==> src/rtl/receive_pcs.sv <==
// 1000BASE-X PCS receive stage: decodes 10b groups from the synchronizer,
// runs the receive state machine, and drives the GMII receive signals.
module receive_pcs #(
  parameter logic [7:0] PREAMBLE_BYTE      = 8'h55,
  parameter logic [7:0] FALSE_CARRIER_BYTE = 8'h0E
) (
  input  logic        Clk,
  input  logic        mr_main_reset,
  input  logic        code_sync_status,
  input  logic [10:0] SUDI,
  output logic [7:0]  RXD,
  output logic        RX_DV,
  output logic        RX_ER,
  output logic        receiving
);

  localparam logic [2:0] LINK_FAILED     = 3'd0;
  localparam logic [2:0] WAIT_FOR_K      = 3'd1;
  localparam logic [2:0] RX_K            = 3'd2;
  localparam logic [2:0] IDLE_D          = 3'd3;
  localparam logic [2:0] START_OF_PACKET = 3'd4;
  localparam logic [2:0] RECEIVE         = 3'd5;
  localparam logic [2:0] TRI_RRI         = 3'd6;

  // Special code groups, both running-disparity columns (abcdei_fghj)
  localparam logic [9:0] K28_5_N = 10'b001111_1010;
  localparam logic [9:0] K28_5_P = 10'b110000_0101;
  localparam logic [9:0] K27_7_N = 10'b110110_1000;
  localparam logic [9:0] K27_7_P = 10'b001001_0111;
  localparam logic [9:0] K29_7_N = 10'b101110_1000;
  localparam logic [9:0] K29_7_P = 10'b010001_0111;
  localparam logic [9:0] K23_7_N = 10'b111010_1000;
  localparam logic [9:0] K23_7_P = 10'b000101_0111;

  logic [10:0] g1_q;
  logic [2:0]  state_q, state_d;
  logic [7:0]  rxd_q, rxd_d;
  logic        rx_dv_q, rx_dv_d, rx_er_q, rx_er_d, receiving_q, receiving_d;

  logic [4:0] dec5;
  logic [2:0] dec3;
  logic       v6, v4, alt7, a7_x, d_valid;
  logic       is_k28_5, is_s, is_t, is_r, la_r;
  logic [7:0] err_octet;

  // 5b/6b decode of abcdei, either disparity column
  always_comb begin
    v6   = 1'b1;
    dec5 = 5'd0;
    case (g1_q[9:4])
      6'b100111, 6'b011000: dec5 = 5'd0;
      6'b011101, 6'b100010: dec5 = 5'd1;
      6'b101101, 6'b010010: dec5 = 5'd2;
      6'b110001:            dec5 = 5'd3;
      6'b110101, 6'b001010: dec5 = 5'd4;
      6'b101001:            dec5 = 5'd5;
      6'b011001:            dec5 = 5'd6;
      6'b111000, 6'b000111: dec5 = 5'd7;
      6'b111001, 6'b000110: dec5 = 5'd8;
      6'b100101:            dec5 = 5'd9;
      6'b010101:            dec5 = 5'd10;
      6'b110100:            dec5 = 5'd11;
      6'b001101:            dec5 = 5'd12;
      6'b101100:            dec5 = 5'd13;
      6'b011100:            dec5 = 5'd14;
      6'b010111, 6'b101000: dec5 = 5'd15;
      6'b011011, 6'b100100: dec5 = 5'd16;
      6'b100011:            dec5 = 5'd17;
      6'b010011:            dec5 = 5'd18;
      6'b110010:            dec5 = 5'd19;
      6'b001011:            dec5 = 5'd20;
      6'b101010:            dec5 = 5'd21;
      6'b011010:            dec5 = 5'd22;
      6'b111010, 6'b000101: dec5 = 5'd23;
      6'b110011, 6'b001100: dec5 = 5'd24;
      6'b100110:            dec5 = 5'd25;
      6'b010110:            dec5 = 5'd26;
      6'b110110, 6'b001001: dec5 = 5'd27;
      6'b001110:            dec5 = 5'd28;
      6'b101110, 6'b010001: dec5 = 5'd29;
      6'b011110, 6'b100001: dec5 = 5'd30;
      6'b101011, 6'b010100: dec5 = 5'd31;
      default:              v6   = 1'b0;
    endcase
  end

  // 3b/4b decode of fghj; alt7 flags the D.x.A7 form
  always_comb begin
    v4   = 1'b1;
    alt7 = 1'b0;
    dec3 = 3'd0;
    case (g1_q[3:0])
      4'b1011, 4'b0100: dec3 = 3'd0;
      4'b1001:          dec3 = 3'd1;
      4'b0101:          dec3 = 3'd2;
      4'b1100, 4'b0011: dec3 = 3'd3;
      4'b1101, 4'b0010: dec3 = 3'd4;
      4'b1010:          dec3 = 3'd5;
      4'b0110:          dec3 = 3'd6;
      4'b1110, 4'b0001: dec3 = 3'd7;
      4'b0111, 4'b1000: begin
        dec3 = 3'd7;
        alt7 = 1'b1;
      end
      default:          v4   = 1'b0;
    endcase
  end

  // A7 only legal for these x; elsewhere 0111/1000 marks a K.x.7 group
  assign a7_x    = dec5 inside {5'd11, 5'd13, 5'd14, 5'd17, 5'd18, 5'd20};
  assign d_valid = v6 && v4 && (!alt7 || a7_x);

  assign is_k28_5 = (g1_q[9:0] == K28_5_N) || (g1_q[9:0] == K28_5_P);
  assign is_s     = (g1_q[9:0] == K27_7_N) || (g1_q[9:0] == K27_7_P);
  assign is_t     = (g1_q[9:0] == K29_7_N) || (g1_q[9:0] == K29_7_P);
  assign is_r     = (g1_q[9:0] == K23_7_N) || (g1_q[9:0] == K23_7_P);
  assign la_r     = (SUDI[9:0] == K23_7_N) || (SUDI[9:0] == K23_7_P);

  // Octet reported during error propagation: special's octet, else 0
  always_comb begin
    if (is_k28_5)   err_octet = 8'hBC;
    else if (is_s)  err_octet = 8'hFB;
    else if (is_t)  err_octet = 8'hFD;
    else if (is_r)  err_octet = 8'hF7;
    else            err_octet = 8'h00;
  end

  // Next state and next registered outputs from g1 plus live lookahead
  always_comb begin
    state_d     = state_q;
    rxd_d       = 8'h00;
    rx_dv_d     = 1'b0;
    rx_er_d     = 1'b0;
    receiving_d = 1'b0;
    if (!code_sync_status) begin
      state_d = LINK_FAILED;
      rx_er_d = receiving_q;
    end else begin
      unique case (state_q)
        LINK_FAILED: state_d = WAIT_FOR_K;
        WAIT_FOR_K: if (is_k28_5 && g1_q[10]) state_d = RX_K;
        RX_K:       state_d = d_valid ? IDLE_D : WAIT_FOR_K;
        IDLE_D: begin
          if (is_k28_5) begin
            state_d = RX_K;
          end else if (is_s) begin
            state_d     = START_OF_PACKET;
            rxd_d       = PREAMBLE_BYTE;
            rx_dv_d     = 1'b1;
            receiving_d = 1'b1;
          end else begin
            state_d = WAIT_FOR_K;
            rxd_d   = FALSE_CARRIER_BYTE;
            rx_er_d = 1'b1;
          end
        end
        // Preamble already emitted on entry, so SOP handles its group like RECEIVE
        START_OF_PACKET, RECEIVE: begin
          state_d = RECEIVE;
          if (d_valid) begin
            rxd_d       = {dec3, dec5};
            rx_dv_d     = 1'b1;
            receiving_d = 1'b1;
          end else if (is_t && la_r) begin
            state_d = TRI_RRI;
          end else if (is_k28_5 && g1_q[10]) begin
            state_d = RX_K;
            rx_dv_d = 1'b1;
            rx_er_d = 1'b1;
          end else begin
            rxd_d       = err_octet;
            rx_dv_d     = 1'b1;
            rx_er_d     = 1'b1;
            receiving_d = 1'b1;
          end
        end
        TRI_RRI: begin
          if (is_r)          state_d = TRI_RRI;
          else if (is_k28_5) state_d = RX_K;
          else               state_d = WAIT_FOR_K;
        end
        default: state_d = LINK_FAILED;
      endcase
    end
  end

  // Lookahead capture, state and output registers
  always_ff @(posedge Clk or posedge mr_main_reset) begin
    if (mr_main_reset) begin
      g1_q        <= 11'd0;
      state_q     <= LINK_FAILED;
      rxd_q       <= 8'h00;
      rx_dv_q     <= 1'b0;
      rx_er_q     <= 1'b0;
      receiving_q <= 1'b0;
    end else begin
      g1_q        <= SUDI;
      state_q     <= state_d;
      rxd_q       <= rxd_d;
      rx_dv_q     <= rx_dv_d;
      rx_er_q     <= rx_er_d;
      receiving_q <= receiving_d;
    end
  end

  assign RXD       = rxd_q;
  assign RX_DV     = rx_dv_q;
  assign RX_ER     = rx_er_q;
  assign receiving = receiving_q;

endmodule
==> config.mk <==
export PLATFORM = sky130hd
export DESIGN_NAME = receive_pcs
export DESIGN_NICKNAME = d
export VERILOG_FILES = /design/src/rtl/receive_pcs.sv
export SDC_FILE = /design/constraint.sdc
export NUM_CORES = 1
export LEC_CHECK = 0
export BUFFER_PORTS_ARGS = -buffer_cell sky130_fd_sc_hd__buf_4
export CAP_MARGIN = 30
export CELL_PAD_IN_SITES_DETAIL_PLACEMENT = 2
export CELL_PAD_IN_SITES_GLOBAL_PLACEMENT = 2
export CORE_ASPECT_RATIO = 1.5
export CORE_MARGIN = 2
export CORE_UTILIZATION = 31
export CTS_CLUSTER_DIAMETER = 40
export DETAILED_ROUTE_END_ITERATION = 8
export GPL_TIMING_DRIVEN = 0
export PLACE_DENSITY_LB_ADDON = 0.1
export SYNTH_ARGS = -nofsm -noshare
export SYNTH_HDL_FRONTEND = slang
export SYNTH_SLANG_ARGS = --single-unit
==> constraint.sdc <==
create_clock -name Clk -period 2.16 [get_ports Clk]
set_input_delay 0.108 -clock Clk [delete_from_list [all_inputs] [get_ports Clk]]
set_output_delay 0.108 -clock Clk [all_outputs]
set_load 0.05 [all_outputs]
# ---- After elaboration in Yosys (flattened, before gate mapping)
# Cells that the tools add are included.
dict set report word_totals {
  reg_bits 25
  input_bits 14
  word_cells 165
}
dict set report op_classes {
  n_eq_ne 83
  n_mux 43
  n_reduce_logical 33
}
# cell count
set op_table {}
lappend op_table {{5-bit case mux with 31 select lines} 1}
lappend op_table {{6-bit == test, second input constant} 23}
lappend op_table {{6-bit by 5-bit == test with 1-bit output, second input constant} 14}
lappend op_table {{8-bit two-way mux} 8}
lappend op_table {{10-bit == test, second input constant} 5}
lappend op_table {{46-bit OR reduction} 1}
lappend op_table {{6-bit by 4-bit == test with 1-bit output, second input constant} 6}
lappend op_table {{2-bit OR reduction} 17}
lappend op_table {{4-bit == test, second input constant} 7}
lappend op_table {{3-bit two-way mux} 8}
lappend op_table {{3-bit case mux with 7 select lines} 1}
lappend op_table {{10-bit by 7-bit == test with 1-bit output, second input constant} 2}
lappend op_table {{10-bit by 8-bit == test with 1-bit output, second input constant} 2}
lappend op_table {{6-bit by 3-bit == test with 1-bit output, second input constant} 3}
lappend op_table {{3-bit case mux with 6 select lines} 1}
lappend op_table {{4-bit by 3-bit == test with 1-bit output, second input constant} 4}
lappend op_table {{1-bit two-way mux} 16}
lappend op_table {{8-bit case mux with 2 select lines} 1}
lappend op_table {{5-bit by 4-bit == test with 1-bit output, second input constant} 3}
lappend op_table {{5-bit == test, second input constant} 3}
lappend op_table {{7-bit two-way mux} 2}
lappend op_table {{14-bit OR reduction} 1}
lappend op_table {{10-bit by 9-bit == test with 1-bit output, second input constant} 1}
lappend op_table {{3-bit == test, second input constant} 3}
lappend op_table {{13 further kinds} 26}

# ---- Depth between registers and ports, before layout
# Gate-level depths: netlist of the first run.
dict set report logic_depth {
  depth_word 11
  depth_mapped 9
  ltp_nobuf 6
}

# ---- Least setup slack after synthesis of the first run
# Ideal clock, no wire load.
dict set report synth_path {
  kind {reg2reg}
  from {reg g1_q[9]}
  to {reg rxd_q[4], in the netlist RXD[4]}
  arrival_time_ns 1.862
  t_required_ns 2.021
  path_slack_ns 0.159
  path_stages_with_launch 8
  synth_period_minus_slack_ns 2.001
  cell_sequence {dfrtp_1 > buf_6 > or4b_1 > or3_1 > a22oi_2 > nor3_2 > a22oi_2 > a311oi_2}
}
dict set report synth_between {
  elab_chain_len 11
  word_cells_on_any_way 97
  classes_between {60 x eq/ne; 13 x mux; 24 x reduce/logical}
}
# item line_no
set synth_rtl {}
lappend synth_rtl {{start: declaration} 35} ;# logic [10:0] g1_q;
lappend synth_rtl {{start signal: assignment} 190} ;# g1_q <= 11'd0;
lappend synth_rtl {{start signal: assignment} 197} ;# g1_q <= SUDI;
lappend synth_rtl {{parallel branches: the longest is 9 deep, another holds 5-bit case mux with 31 select lines} --}
lappend synth_rtl {{8-bit case mux with 2 select lines (*)} 139} ;# unique case (state_q)
lappend synth_rtl {{8-bit two-way mux (*)} 135} ;# if (!code_sync_status) begin
lappend synth_rtl {{named net rxd_d[4]} 37} ;# logic [7:0] rxd_q, rxd_d;
lappend synth_rtl {{end signal: assignment} 199} ;# rxd_q <= rxd_d;
lappend synth_rtl {{end: declaration} 37}
# Mark *: on every way through the listed nets, which the timed path passes.
# A chain may end at the register's enable or synchronous reset.

# ---- Worst setup path after layout of the first run
# Ends and elaborated chain as after synthesis.

==> results of run 1 <==
-- layout by cell type, fill, tap and decap left out, drive strengths merged, types with 6 or more instances in the layout --
master,Yosys,layout
nor2,14,14
nand3,8,8
nor3,8,8
o21ai,17,17
buf,19,54
a22oi,6,6
dfrtp,25,25
clkbuf,4,9
o22ai,7,7
inv,9,8
nand2,22,22
a21oi,13,13
dlygate4sd3,0,11
a31oi,7,7
nand2b,7,7
-- area by class of cell --
cell class                 count  area share (%)
tap                           76           3.440
timing repair buffer          47           14.03
multi-input combinational    196           50.75
sequential                    25           22.68
buffer                        23           6.111
inverter                       9           1.358
clock buffer                   4           1.630
-- flip-flops by register name, summed over array words and instances, names as in the netlist --
signal,flops
RXD,8
RX_DV,1
RX_ER,1
g1_q,11
receiving,1
state_q,3
-- power groups by stage --
stage	logic [W]	clock network, W	registers, W
4_1_cts	0.000317	0.000285	0.000491
6_report	0.000348	0.000272	0.000492
3_3_place_gp	0.000285	0	0.000500
2_1_floorplan	0.000192	0	0.000502
5_1_grt	0.000381	0.000301	0.000494
3_5_place_dp	0.000288	0	0.000501
-- through the flow --
stage	setup TNS, ns	hold slack (ns)	std cells	utilization (%)	area (um2)
after detailed placement	-1.533	0.2185	353	36.34	2357
after floorplan	0	0.1353	253	-	2082
after global routing	-0.8291	0.1100	380	42.61	2764
after CTS	-0.3677	0.08548	374	40.22	2609
final	-0.2541	0.05133	380	42.61	2764
after global placement	-1.812	0.2173	353	36.34	2357
-- critical path: stages (launching register included) --
cell	delay [ns]
dfrtp_1	0.38
buf_6	0.13
or4b_4	0.50
or3_4	0.36
a22oi_2	0.23
nor3_4	0.08
a22oi_2	0.26
a311oi_2	0.15
-- per-layer routing --
| metal | wire (um) | up-vias |
|---|---|---|
| li1 | - | 1054 |
| met1 | 3095 | 1116 |
| met2 | 4252 | 17 |
| met3 | 65 | 11 |
| met4 | 158 | 0 |
| met5 | 0 | - |
-- kinds of logic after synthesis --
family / after synthesis
compound gates: 85
simple gates: 106
buf+inv: 32
flops: 25
mux: 2
xor+xnor: 3
-- worst paths after layout --
kind / from / end / slack [ns] / depth (start not counted)
max reg2reg: g1_q[9] / RXD[4] / -0.07 / 7
min reg2reg: receiving / RX_ER / 0.51 / 2
min in group Clk: code_sync_status / state_q[0] / 0.12 / 2
max: g1_q[9] / RXD[4] / -0.07 / 7
max in group asynchronous: mr_main_reset / g1_q[4] / 1.48 / 2
min: mr_main_reset / g1_q[1] / 0.05 / 2
-- what timing repair did --
item	4_1_cts	5_1_grt
pin swaps	5	12
buffers inserted	6	6
hold endpoints to repair	11	0
hold buffers	11	0
setup endpoints to repair	10	14
resized for setup	14	39
==> run summary, run 1 <==
Yosys cell types: 66
MaxCap Viol Count: 0
DP Worst Slack: -0.2745 ns
Number of synthesized flops with an enable pin: 0
# DRC: 0
H-tree Lvls: 1
GR met2 Demand/Resource: 38.32%
Mux contribution to synthesized area: 1.082%
Sequential power share: 44.3%
Clock Path Buffers: 2
Clock Sinks: 25
Total power draw: 0.001112 W
Worst setup SP type: flip-flop
Core area: 0.006486 mm2
Fmax: 449.3 MHz
Worst EP arrival: 2.36 ns
Top post-synthesis cells by area: dfrtp_1 30%, nand2_1 4.0%, o21ai_0 3.8%, buf_2 3.4%, a21oi_1 3.1%
Crit-path max FO: 6
Ys flop type: dfrtp_1
Actual slew at the worst max-slew pin: 0.9462 ns
Internal: 0.0007647 W
Die area: 0.007401 mm2
Largest family of logic cells by synthesized area: simple AND/OR/NAND/NOR gates
Synth top area share: 30.05%
I/O Buffers: 24
Skew final: 0.003859 ns
Clk slew on worst S/H paths: 0.08 ns
Final antenna diode count: 0
Num CTS Buffers: 3
Fraction of layout cells with a size suffix above 1: 32.57%
DP HPWL: 5511 um
First-pass GRT wire length: 12630 um
Clock power frac: 24.5%
Failing checks: negative setup slack
Hold Vio Cnt, Final: 0
Largest net degree at the start of global routing: 26
Commonest cells in the netlist: 25 x dfrtp_1, 22 x nand2_1, 16 x o21ai_0
Switch Pwr: 0.0003474 W
Switching Fraction: 31.24%
Multi-input logic area: 0.001403 mm2
Routability Congestion: 0.7953
Slew Limit Headroom: 36.85%
I/O pins: 25
Reg area: 626.9 um2
Seq/Total Area, Yosys: 30.05%
Ys Warns: 0
# setup viols final: 7
Overflow after GRT: 0
Drt pass-1 iters: 4
Count leader, synth: dfrtp_1
Synthesized cell area: 0.002082 mm2
Final nets: 319
Comb power frac: 31.3%
Leak: 1.139 nW
Initial Utilization: 32.10%
Status: finished with violations
RSZ-0062 raised after global routing: yes
Top cell type by total area after synthesis: dfrtp_1
WS Path Type: flip-flop to flip-flop
Net Count, Synth: 267
Async SR Flop Fraction: 100.0%
Initial antenna violation count: 0
FF+latch count, synth: 25
Die Y: 104.4 um
HP Class: input port to asynchronous set/reset pin
Simple-gate area share of the yosys netlist: 30.83%
Clk_lat worst skew: 0.27 ns
Via density: 5.784
Post-synthesis xor/xnor area fraction: 1.262%
Met1 GRT Util: 25.35%
Vias in the first global route: 2378
Core Rows: 36
Syn avg cell area: 8.229 um2
Compound-gate portion of the synthesized area: 29.27%
Final worst setup slack: -0.06591 ns
Min Tclk post-route: 2.226 ns
P per Cell Area: 402.4 mW/mm2
Critical Path RT: 2.30 ns
CTS tree: built
Antenna-violating nets left: 0
CP endpoint kind: flip-flop
Most used routing layer: met2
Cell count after synthesis: 253
Fill cells: 729
Post-DR wirelength/cell: 19.93 um
GRT Resource Usage Total: 20.96%
Final worst-path cycle share: 103.1%
Drt total wl: 7572 um
Adder-cell share of the synthesized area: 0%
GR Layer Usage met3: 1.163%
Via count: 2198
CTS root buf: clkbuf_8
First-iteration detailed-routing DRC count: 95
Die width: 70.92 um
Max-slew violation count: 0
Peak supply drop: 0.3427 mV
P&R area growth vs syn: 32.75%
Note: power is estimated with default switching activity, not from simulation.
==> run 2, diff against run 1 <==
Settings changed: CORE_ASPECT_RATIO 1.5 to unset.
==> run 2 against run 1 <==
  * The run still ends with negative setup slack left
  * Die area decreased by 0.19%
  * Sequential share of layout area is 0.26 points lower
  * Setup slack worse by 0.0092 ns
  * Largest cell class unchanged
==> run summary, run 2 (synthesis gave the netlist of run 1 again) <==
Worst R2R Start: g1_q[9] (unchanged)
Status: finished with violations (unchanged)
Initial Utilization: 32.42% (was 32.10%)
CTS root buf: clkbuf_8 (unchanged)
Via count: 2185 (was 2198)
P&R area growth vs syn: 34.56% (was 32.75%)
Die width: 85.95 um (was 70.92 um)
Crit path from: g1_q[9] (unchanged)
P per Cell Area: 403.2 mW/mm2 (was 402.4 mW/mm2)
Overflow after GRT: 0 (unchanged)
Actual slew at the worst max-slew pin: 0.4663 ns (was 0.9462 ns)
Setup TNS: -0.2755 ns (was -0.2541 ns)
Final nets: 322 (was 319)
Max-slew violation count: 0 (unchanged)
Post-DR wirelength/cell: 19.13 um (was 19.93 um)
Antenna-violating nets left: 0 (unchanged)
HP Class: input port to flip-flop (was input port to asynchronous set/reset pin)
Hold Vio Cnt, Final: 0 (unchanged)
Routability Congestion: 0.8269 (was 0.7953)
Peak supply drop: 0.1878 mV (was 0.3427 mV)
CP endpoint kind: flip-flop (unchanged)
Clk_lat worst skew: 0.27 ns (about the same)
Crit-path max FO: 8 (was 6)
Leak: 1.149 nW (was 1.139 nW)
First-pass GRT wire length: 12460 um (was 12630 um)
Drt pass-1 iters: 6 (was 4)
Biggest register: g1_q (unchanged)
MaxCap Viol Count: 0 (unchanged)
# DRC: 0 (unchanged)
DP Worst Slack: -0.2825 ns (was -0.2745 ns)
Commonest non-fill, non-tap cells in the layout: 43 x buf_4, 23 x dfrtp_1, 21 x nand2_1 (was 43 x buf_4, 24 x dfrtp_1, 20 x nand2_1)
H-tree Lvls: 1 (unchanged)
I/O Buffers: 24 (unchanged)
Hold path start: code_sync_status
First-iteration detailed-routing DRC count: 86 (was 95)
Worst setup SP type: flip-flop (unchanged)
Largest net degree at the start of global routing: 26 (unchanged)
I/O pins: 25 (unchanged)
Commonest non-fill, non-tap cell in the layout: buf_4 (unchanged)
WS Path Type: flip-flop to flip-flop (unchanged)
Initial antenna violation count: 0 (unchanged)
Skew final: 0.002075 ns (was 0.003859 ns)
Die area: 0.007387 mm2 (was 0.007401 mm2)
Failing checks: negative setup slack (unchanged)
RSZ-0062 raised after global routing: yes (unchanged)
Clk slew on worst S/H paths: 0.09 ns (was 0.08 ns)
Worst EP arrival: 2.40 ns (was 2.36 ns)
Min Tclk post-route: 2.235 ns (was 2.226 ns)
Final worst-path cycle share: 103.5% (was 103.1%)
Fraction of layout cells with a size suffix above 1: 33.88% (was 32.57%)
Slew Limit Headroom: 68.88% (was 36.85%)
Total power draw: 0.001130 W (was 0.001112 W)
Final antenna diode count: 0 (unchanged)
Core Rows: 29 (was 36)
Final worst setup slack: -0.07512 ns (was -0.06591 ns)
Critical Path RT: 2.32 ns (was 2.30 ns)
Fmax: 447.4 MHz (was 449.3 MHz)
Core area: 0.006422 mm2 (was 0.006486 mm2)
Drt total wl: 7345 um (was 7572 um)
# setup viols final: 5 (was 7)
GRT Resource Usage Total: 21.31% (was 20.96%)
Die Y: 85.95 um (was 104.4 um)
Max reg flops: 11 (unchanged)
DP HPWL: 5264 um (was 5511 um)
Vias in the first global route: 2345 (was 2378)
Via density: 5.690 (was 5.784)
Clock Sinks: 25 (unchanged)
Clock Path Buffers: 2 (unchanged)
Num CTS Buffers: 3 (unchanged)
CTS tree: built (unchanged)
## run 2: power breakdown
part           switching, W  internal (W)  leakage, nW
sequential        0.0000109      0.000482        0.319
clock              0.000146      0.000132       0.0228
combinational      0.000197      0.000162        0.807
total              0.000354      0.000776         1.15
## run 2: final cells by class
type	instances	area, um2
Multi-Input combinational cell	196	1398
Inverter	9	41.29
Timing Repair Buffer	50	412.9
Tap cell	77	96.34
Sequential cell	25	628.1
Fill cell	724	3621
Clock buffer	4	45.04
Buffer	23	180.2
## run 2: per-layer routing
metal | part of all wire (%) | GRT usage [%] | vias to the layer above | wire, um
met5 | 0 | 0 | - | 0
met4 | 0.39 | 2.597 | 0 | 29
met3 | 2.4 | 2.502 | 2 | 177
met2 | 48 | 35.59 | 31 | 3548
met1 | 49 | 30.39 | 1089 | 3590
li1 | - | - | 1063 | -
## run 2: critical path, cell delays in order, from the launching register on
cell      delay, ns
dfrtp_1        0.38
buf_6          0.13
or2_4          0.26
or4_4          0.56
a21boi_4       0.26
nor3_4         0.08
buf_4          0.16
o31a_1         0.29
## run 2: metrics by stage
step,instances,area [um2],util (%),hold WS [ns]
2_1_floorplan,253,2082,-,0.1353
6_report,384,2801,43.62,0.1120
4_1_cts,376,2620,40.79,0.08304
3_5_place_dp,354,2359,36.72,0.2217
3_3_place_gp,354,2359,36.72,0.2177
5_1_grt,384,2801,43.62,0.1128
## run 2: repair_timing
item / 4_1_cts / 5_1_grt
resized for setup: 17 / 37
endpoints found under the setup margin: 10 / 13
hold buffers: 11 / 1
endpoints found under the hold margin: 11 / 11
setup buffers: 7 / 6
pin swaps: 2 / 10
## run 2: worst paths after layout
kind | end | slack (ns) | cells after the start
max | state_q[0] | -0.08 | 7
min | RXD[2] | 0.11 | 3
max reg2reg | state_q[0] | -0.08 | 7
min reg2reg | RX_ER | 0.53 | 2
max in group asynchronous | RXD[6] | 1.30 | 4
min in group asynchronous | g1_q[1] | 0.41 | 3
==> run 3, diff against run 2 <==
Settings changed: CORE_UTILIZATION 31 to 38.
Clock period 2.16 ns to 2.85 ns, I/O delays scaled along.
==> run 3 against run 2 <==
  * Fmax fell by 18%
  * Cell count decreased by 5.2%
  * Largest cell class unchanged
  * First-iteration DRC count grew 130%
  * The flow now finishes without violations
  * Sequential share of layout area is 2.2 points higher
  * Design area fell by 9.2%
  * Critical path type unchanged
  * Sequential power down 24%
  * Power down 24%
  * Critical path depth increased by 2
  * Clock power down 20%
  * Clock skew grew 0.020 ns
  * Global-route usage up 8.2 points
  * Largest power group unchanged
  * Flip-flop and latch count did not move
==> run summary, run 3 (synthesis gave the netlist of run 1 again) <==
Crit-path max FO: 10 (was 8)
Post-DR wirelength/cell: 27.08 um (was 19.13 um)
Final worst setup slack: 0.1207 ns (was -0.07512 ns)
Total power draw: 0.0008577 W (was 0.001130 W)
Critical Path RT: 3.06 ns (was 2.32 ns)
P&R area growth vs syn: 22.18% (was 34.56%)
# DRC: 0 (unchanged)
CP max stage cell: dfrtp_1 (was or4_4)
Drt pass-1 iters: 5 (was 6)
Clk slew on worst S/H paths: 0.11 ns (was 0.09 ns)
Drt total wl: 9858 um (was 7345 um)
Slew Limit Headroom: 63.60% (was 68.88%)
Clock Path Buffers: 2 (unchanged)
Final nets: 309 (was 322)
Final core utilization: 48.87% (was 43.62%)
Die Y: 78.02 um (was 85.95 um)
DP HPWL: 5241 um (was 5264 um)
Fill cells: 566 (was 724)
Final antenna diode count: 0 (unchanged)
Skew final: 0.02241 ns (was 0.002075 ns)
GRT Resource Usage Total: 29.53% (was 21.31%)
Min Tclk post-route: 2.729 ns (was 2.235 ns)
CTS tree: built (unchanged)
Hold path start: code_sync_status (unchanged)
Initial Utilization: 40.00% (was 32.42%)
Status: complete, no violations (was finished with violations)
Die width: 78.02 um (was 85.95 um)
Worst R2R Start: g1_q[5] (was g1_q[9])
RSZ-0062 raised after global routing: no (was yes)
Leak: 1.061 nW (was 1.149 nW)
Crit path cell chain: buf_2 -> buf_4 -> nor2_1 -> a211oi_1 -> o211ai_1 -> a31oi_1 -> buf_2 -> o2111ai_1 -> a31oi_1 (was buf_6 -> or2_4 -> or4_4 -> a21boi_4 -> nor3_4 -> buf_4 -> o31a_1)
Final worst-path cycle share: 95.77% (was 103.5%)
Antenna-violating nets left: 0 (unchanged)
Biggest register: g1_q (unchanged)
Clk_lat worst skew: 0.29 ns (was 0.27 ns)
Worst EP arrival: 2.94 ns (was 2.40 ns)
HP Class: input port to flip-flop (unchanged)
Routability Congestion: 0.8102 (was 0.8269)
WS Path Type: flip-flop to flip-flop (unchanged)
Fmax: 366.4 MHz (was 447.4 MHz)
Hold Vio Cnt, Final: 0 (unchanged)
Worst setup SP type: flip-flop (unchanged)
P per Cell Area: 337.2 mW/mm2 (was 403.2 mW/mm2)
CTS root buf: clkbuf_8 (unchanged)
Largest stage delay, worst path: 0.38 ns (was 0.56 ns)
# setup viols final: 0 (was 5)
I/O pins: 25 (unchanged)
Via count: 2432 (was 2185)
Vias in the first global route: 2456 (was 2345)
Max-slew violation count: 0 (unchanged)
Core Rows: 26 (was 29)
Setup TNS: 0 ns (was -0.2755 ns)
Clock Sinks: 25 (unchanged)
Fraction of layout cells with a size suffix above 1: 22.45% (was 33.88%)
MaxCap Viol Count: 0 (unchanged)
Commonest non-fill, non-tap cell in the layout: buf_4 (unchanged)
CP endpoint kind: flip-flop (unchanged)
Via density: 6.681 (was 5.690)
Commonest non-fill, non-tap cells in the layout: 27 x buf_4, 25 x dfrtp_1, 22 x nand2_1 (was 43 x buf_4, 23 x dfrtp_1, 21 x nand2_1)
Resized Gates After CTS: 0 (was 17)
First-pass GRT wire length: 13810 um (was 12460 um)
CP delay by family, top: compound AO/OA/AOI/OAI gates (was simple AND/OR/NAND/NOR gates)
DP Worst Slack: 0.4408 ns (was -0.2825 ns)
H-tree Lvls: 1 (unchanged)
Placed inst area: 0.002350 mm2 (was 0.002359 mm2)
Core area: 0.005205 mm2 (was 0.006422 mm2)
Post-layout instance area: 0.002544 mm2 (was 0.002801 mm2)
Actual slew at the worst max-slew pin: 0.5410 ns (was 0.4663 ns)
Max reg flops: 11 (unchanged)
Num CTS Buffers: 3 (unchanged)
Multi-input logic area: 0.001300 mm2 (was 0.001398 mm2)
Reg area: 625.6 um2 (was 628.1 um2)
Largest net degree at the start of global routing: 26 (unchanged)
Overflow after GRT: 0 (unchanged)
Peak supply drop: 0.2820 mV (was 0.1878 mV)
I/O Buffers: 24 (unchanged)
First-iteration detailed-routing DRC count: 194 (was 86)
Crit path from: g1_q[5] (was g1_q[9])
Initial antenna violation count: 0 (unchanged)
CP Buf/Inv Count: 3 (was 2)
Die area: 0.006087 mm2 (was 0.007387 mm2)
[run 3: path summary, 6_finish.rpt]
kind / end / slack [ns] / cells after the start
worst max register to register: state_q[1] / 0.12 / 9
worst max-delay path: state_q[1] / 0.12 / 9
worst min register to register: RX_ER / 0.51 / 2
worst min-delay path: state_q[0] / 0.14 / 2
max in group asynchronous: RXD[0] / 1.96 / 4
min in group asynchronous: g1_q[1] / 0.42 / 3
[run 3: what timing repair did]
item,CTS,global route
setup buffers,0,0
hold buffers,11,1
endpoints found under the hold margin,11,7
setup endpoints to repair,0,0
[run 3: final cells by class]
type / count / share of cell area (%)
buffer: 23 / 4.820
clock buffer: 3 / 1.623
clock inverter: 1 / 0.1968
inverter: 9 / 1.328
multi-input combinational: 196 / 51.11
sequential: 25 / 24.59
tap: 70 / 3.443
timing repair buffer: 37 / 12.89
[run 3: power breakdown]
part           internal (W)  switching [W]
clock network     0.0000983       0.000125
registers          0.000365      0.0000109
logic             0.0000980       0.000160
[run 3: metrics by stage]
stage	cells	hold slack, ns
6_report	364	0.1358
5_1_grt	364	0.1358
4_1_cts	362	0.1050
3_5_place_dp	347	0.2547
3_3_place_gp	347	0.2519
2_1_floorplan	253	0.1698
[run 3: routing by layer]
metal	track usage (%)	vias to the layer above	part of all wire, %	wire length (um)
met3	3.678	28	7.2	706
met4	10.35	0	3.4	333
li1	-	1041	-	-
met2	49.66	140	49	4828
met1	39.24	1223	40	3990
met5	0	-	0	0
